$ cat src/rtl/full_adder.sv
// Registered full adder: a ripple chain of one-bit slices feeding the output registers.
// WIDTH=1 gives the classic 1-bit full adder; wider instances chain one slice per bit.

module fa_slice (
    input  logic a,
    input  logic b,
    input  logic ci,
    output logic s,
    output logic co
);
    assign s  = a ^ b ^ ci;
    assign co = (a & b) | (a & ci) | (b & ci);
endmodule

module full_adder #(
    parameter int WIDTH = 1
) (
    input  logic             clk,
    input  logic             rst,
    input  logic             in_valid,
    input  logic [WIDTH-1:0] a,
    input  logic [WIDTH-1:0] b,
    input  logic             c,
    output logic [WIDTH-1:0] s,
    output logic             co,
    output logic             out_valid,
    output logic             ovf
);
    logic [WIDTH:0]   carry;
    logic [WIDTH-1:0] sum;

    assign carry[0] = c;

    for (genvar i = 0; i < WIDTH; i++) begin : g_slice
        fa_slice u_slice (
            .a  (a[i]),
            .b  (b[i]),
            .ci (carry[i]),
            .s  (sum[i]),
            .co (carry[i+1])
        );
    end

    // Result registers only load on valid inputs; out_valid is a one-cycle strobe.
    always_ff @(posedge clk or posedge rst) begin
        if (rst) begin
            s         <= '0;
            co        <= 1'b0;
            ovf       <= 1'b0;
            out_valid <= 1'b0;
        end else begin
            out_valid <= in_valid;
            if (in_valid) begin
                s   <= sum;
                co  <= carry[WIDTH];
                ovf <= carry[WIDTH] ^ carry[WIDTH-1];
            end
        end
    end
endmodule

$ cat config.mk
export PLATFORM = sky130hd
export DESIGN_NAME = full_adder
export DESIGN_NICKNAME = d
export VERILOG_FILES = /design/src/rtl/full_adder.sv
export SDC_FILE = /design/constraint.sdc
export NUM_CORES = 1
export LEC_CHECK = 0
export ABC_AREA = 1
export BUFFER_PORTS_ARGS = -buffer_cell sky130_fd_sc_hd__buf_2
export CORE_AREA = 8 8 45 47
export DETAILED_ROUTE_END_ITERATION = 12
export DIE_AREA = 0 0 53 55
export PLACE_DENSITY = 0.36
export SYNTH_ARGS = -nofsm -noshare
export SYNTH_HDL_FRONTEND = slang
export SYNTH_SLANG_ARGS = --single-unit
export TNS_END_PERCENT = 1
$ cat constraint.sdc
create_clock -name clk -period 0.8 [get_ports clk]
set_clock_uncertainty 0.15 [all_clocks]
set_input_delay 0.16 -clock clk [delete_from_list [all_inputs] [get_ports clk]]
set_output_delay 0.16 -clock clk [all_outputs]
set_load 0.005 [all_outputs]
# After elaboration in Yosys (flattened, before gate mapping)
# Cells that the tools add are included.
totals:
  ff_bits: 4
  output_inout_bits: 4
op_classes:
  bitwise_logic: 8
op_table:
  columns: ["op", "n"]
  rows:
  - ["1-bit AND", 3]
  - ["1-bit XOR", 3]
  - ["1-bit bitwise OR", 2]

# Depth between registers and ports, before layout
depth:
  depth_word: 4
  depth_mapped: 5
  mapped_depth_nobuf: 5

# Hierarchy
# From an unflattened synthesis, not the netlist that was laid out.
hier_totals:
  hier_cells: 19
  area_unflattened_um2: 175.2
by_module_without_submodules:
  columns: ["mod", "n_inst", "cells_each", "area_per_inst_um2"]
  rows:
  - ["full_adder", 1, 18, 155.1]
  - ["fa_slice", 1, 1, 20.0]

# Least setup slack after synthesis
# OpenSTA, ideal clock, no wires.
synth_timing:
  path_kind: "input to register"
  startpoint: "in a"
  endpoint: "reg ovf"
  setup_time_ps: 117
  t_arrival_ps: 809
  path_slack_ps: -277
  stages: 5
  path_buffers: 0
  path_cell_list: "fa_1 inv_1 nand2_1 nand3_1 nand2_1"
synth_between:
  elab_chain_cells: 4
  word_cells_on_any_way: 5
synth_lines:
  columns: ["element", "line", "text"]
  rows:
  - ["start: declaration", "21", "input logic [WIDTH-1:0] a,"]
  - ["1-bit AND", "12", "assign co = (a & b) | (a & ci) | (b & ci);"]
  - ["1-bit bitwise OR * (2 in a row)", "12", null]
  - ["1-bit XOR *", "56", "ovf <= carry[WIDTH] ^ carry[WIDTH-1];"]
  - ["end signal: assignment", "56", null]
  - ["end: declaration", "27", "output logic ovf"]
# Every way passes the cells marked *; elsewhere a longest branch is shown, timed or not.
# A chain may end at the register's enable or synchronous reset.

# Worst setup path after layout
layout_timing:
  startpoint: "reg s"
  endpoint: "out s"
layout_lines:
  columns: ["element", "line", "text"]
  rows:
  - ["start: declaration", "24", "output logic [WIDTH-1:0] s,"]
  - ["start signal: assignment", "54", "s <= sum;"]
# No word-level cell between the ends.

==> results.md <==
- For the worst setup path, the data arrival time is 0.72 ns.
- The switching share of power is 22.6%.
- The final critical path takes up 129% of the cycle.
- The number of antenna violations at the first check in global routing is 0.
- In this run the number of H-tree levels came out at 1.
- For this design the ratio of total power to cell area is 1900 mW/mm^2.
- For this run, design rule violations remaining after detail routing come to 0.
- The portion of synthesized area spent on multiplexers is 0%.
- The number of clock sinks seen by CTS is 4.
- The switching power total is 0.137 mW.
- The height of the die is 55 um.
- Among cell families on the critical path, the largest total delay comes from flip-flops.
- Summing every instance area after synthesis gives 179 um^2.
- The distinct cell type count of the synthesized netlist is 6.
- The largest stage delay on the critical path is 0.36 ns.
- The final setup slack of the worst path is -0.234 ns.
- The number of global-route vias before repair is 190.
- The area share of xor/xnor cells in the synthesized design is 0%.
- The count of flip-flops with a built-in enable after synthesis is 0.
- Setup repair after global routing could not meet its margin everywhere.
- The cell internal power dissipation is 0.466 mW.
- The slowest stage of the critical path belongs to the cell dfrtp_1.
- The post-synthesis cell type with the largest combined area is dfrtp_1.
- The part of the total power dissipated in combinational logic is 21.3%.
- Counting instances, the worst hold path has a depth of 1.
- The type of origin of the critical path is a flip-flop.
- The fmax is 967 MHz.
- For this run, the detailed router's first-pass iteration total came to 1.
- The TritonCTS clock tree is done.
- The number of buffers inserted by hold repair at cts is 1.
- The tightest slew margin relative to the limit is 90.0%.
- The commonest cells after synthesis are 8 x nand2_1, 4 x dfrtp_1, 4 x inv_1.
- The worst reg2reg path depth is 3.
- Relative to the synthesized area, the layout overhead comes to 77.6%.
- The effective utilization at floorplan is 12.9%.
- Counting both buffers and inverters, the worst setup path holds a total of 1.
- The most used standard cell by instance count after synthesis is nand2_1.
- During synthesis, Yosys emitted a total of 0 warnings.
- A synthesized cell averages 9.42 um^2.
- The final reports fail on negative hold slack, negative setup slack.
- The proportion of netlist area held by the largest area contributor is 55.9%.
- The synthesized netlist devotes 4.90% of its cell area to compound gates.
- The final critical path time including I/O delays and setup is 1.03 ns.
- The kind of end point of the critical path is an output pin.
- The ratio of cells with drive above 1 in the final layout is 55.6%.
- The count of maximum capacitance violations is 0.
- The final global-route overflow total is 0.
- Of the synthesized area, sequential elements account for 55.9%.
- The count of input and output buffers is 9.
- Walking the worst path, the cells encountered are buf_2.
- Across every metal layer, demand over resource in global routing totals 3.95%.
- The final hold slack is -0.0746 ns.
- STA puts the critical path data required time at 0.49 ns.
- The via density per instance is 3.48.
- The number of DRC violations after detailed-routing iteration 0 is 0.
- The actual slew at the worst max-slew pin is 0.150 ns.
- Sequential cells burn 38.9% of the power.
- The number of routed nets with antenna violations is 0.
- The final route contains 181 vias.
- The global-route wire length before repair is 738 um.
- The clock network burns 39.8% of the power.
- The core area is 0.00138 mm^2.
- The number of cells in the design after placement is 45.
- The worst-case IR drop observed on VDD is 0.000309 V.
- The worst hold path belongs to the class in2reg.
- The number of synthesized register bits is 4.
- The number of inserted diodes is 0.
- The congestion estimate from routability-driven global placement came to 0.661.
- The synthesized netlist devotes 11.2% of its cell area to adder and majority cells.
- The post-CTS clock slew at the launch and capture registers of the worst setup and hold paths is 0.03 ns.
- By startpoint and endpoint, the worst setup path is classified as reg2out.
- The die covers 0.00292 mm^2.
- The horizontal die dimension is 53 um.
- For the final routed database, the setup TNS stands at -1.15 ns.
- For this run, asynchronously set or reset flops after synthesis account for 100%.
- The layout filler cell count is 152.
- Of all nets on the critical path, the largest fanout is 2.
- The number of placed I/O pins is 10.
- Clock tree synthesis inserted a total of 3 buffers.
- After detailed routing, the total wire length is 444 um.
- The worst slack at placement is -0.371 ns.
- Setup violations remaining at the end of the flow were counted as 7.
- In this run the number of cells on the critical path is 1.
- The largest family of logic cells by synthesized area is simple AND/OR/NAND/NOR gates.
- The run finished, with violations left.
- The clock root buffer master is clkbuf_4.
- The final count of hold timing violations came to 1.
- After floorplanning, the core was divided into 14 placement rows.
- The fraction of the mapped netlist area in simple logic gates is 19.6%.
- Entering global routing, the biggest net connects 5 pins.
- The count of final max-slew check failures is 0.
- The finished layout holds 52 standard cells, fillers aside.
- In the post-synthesis netlist, the biggest area contributors are dfrtp_1 56%, nand2_1 17%, fa_1 11%.
- The post-route core utilization is 23.0%.
- The leakage component of the power is 0.177 nW.
- For this run, the leading register cell type out of synthesis is dfrtp_1.
- The count of mapped cells out of synthesis is 19.
- The maximum buffer depth of the clock tree is 2.
- The total number of nets in the final design is 45.
- Synthesis produced a netlist with a net count of 26.
- The clock network latency to the later pin of the worst-skew pair is 0.23 ns.
- In the final routed layout, each cell accounts on average for 8.54 um.
- The HPWL after detailed placement is 380 um.
## power groups by stage
stage | sequential, mW | combinational (mW) | clock (mW)
floorplan | 0.240 | 0.0390 | 0
global placement | 0.237 | 0.0938 | 0
detailed placement | 0.239 | 0.0943 | 0
CTS | 0.236 | 0.122 | 0.253
global route | 0.236 | 0.145 | 0.281
finish | 0.235 | 0.128 | 0.240
## per-layer routing
| layer | track usage (%) | wire (um) |
|---|---|---|
| met5 | 0 | 0 |
| met2 | 4.30 | 146 |
| met3 | 3.74 | 106 |
| met1 | 3.22 | 166 |
| met4 | 6.47 | 25 |
## registers in the layout, summed over array words and instances (netlist names)
register   flops
co             1
out_valid      1
ovf            1
s              1
## worst reg2reg max path, delay by kind of cell, from the launching register on
family	cells	cell delay, ns
DFF	1	0.36
buffers and inverters	1	0.13
and+or+nand+nor	2	0.10
## area by class of cell
type                    instances  area (um^2)  share of cell area (%)
clock buffers                   3         22.5                    7.09
inverters                       4         15.0                    4.72
multi-input cells              11         68.8                    21.7
flip-flops and latches          4          100                    31.5
well taps                      16         20.0                    6.30
repair buffers                 14         91.3                    28.7
## what timing repair did
| item | CTS | global route |
|---|---|---|
| pin swaps | 2 | 0 |
| resized for setup | 1 | 1 |
| buffers inserted | 2 | 1 |
| endpoints found under the hold margin | 5 | 1 |
| endpoints found under the setup margin | 7 | 7 |
## final timing paths
path / startpoint / to / slack [ns]
worst max register to register: ovf / ovf / -0.06
min in group asynchronous: rst / out_valid / 0.20
worst min-delay path: in_valid / out_valid / -0.07
worst min register to register: co / co / 0.41
worst max-delay path: s / s / -0.23
max in group asynchronous: rst / ovf / 0.15
## logic make-up (layout without fill, tap and decap cells)
family,Yosys count,after routing
buffers and inverters,4,21
and+or+nand+nor,9,9
AOI/OAI and AO/OA,1,1
adders and majority gates,1,1
DFF,4,4
## stage by stage
stage	area (um^2)	power, mW
6_report	318	0.603
5_1_grt	318	0.663
4_1_cts	308	0.611
3_5_place_dp	254	0.334
3_3_place_gp	254	0.331
2_1_floorplan	181	0.279
## placed cells by master (no fill, tap or decap), drive strengths merged
master	count
buf	13
nand2	8
inv	4
fa	1
dfrtp	4
nand3	1
clkbuf	3
dlygate4sd3	1
o21ai	1
No activity file was read; power rests on OpenSTA's default activity.
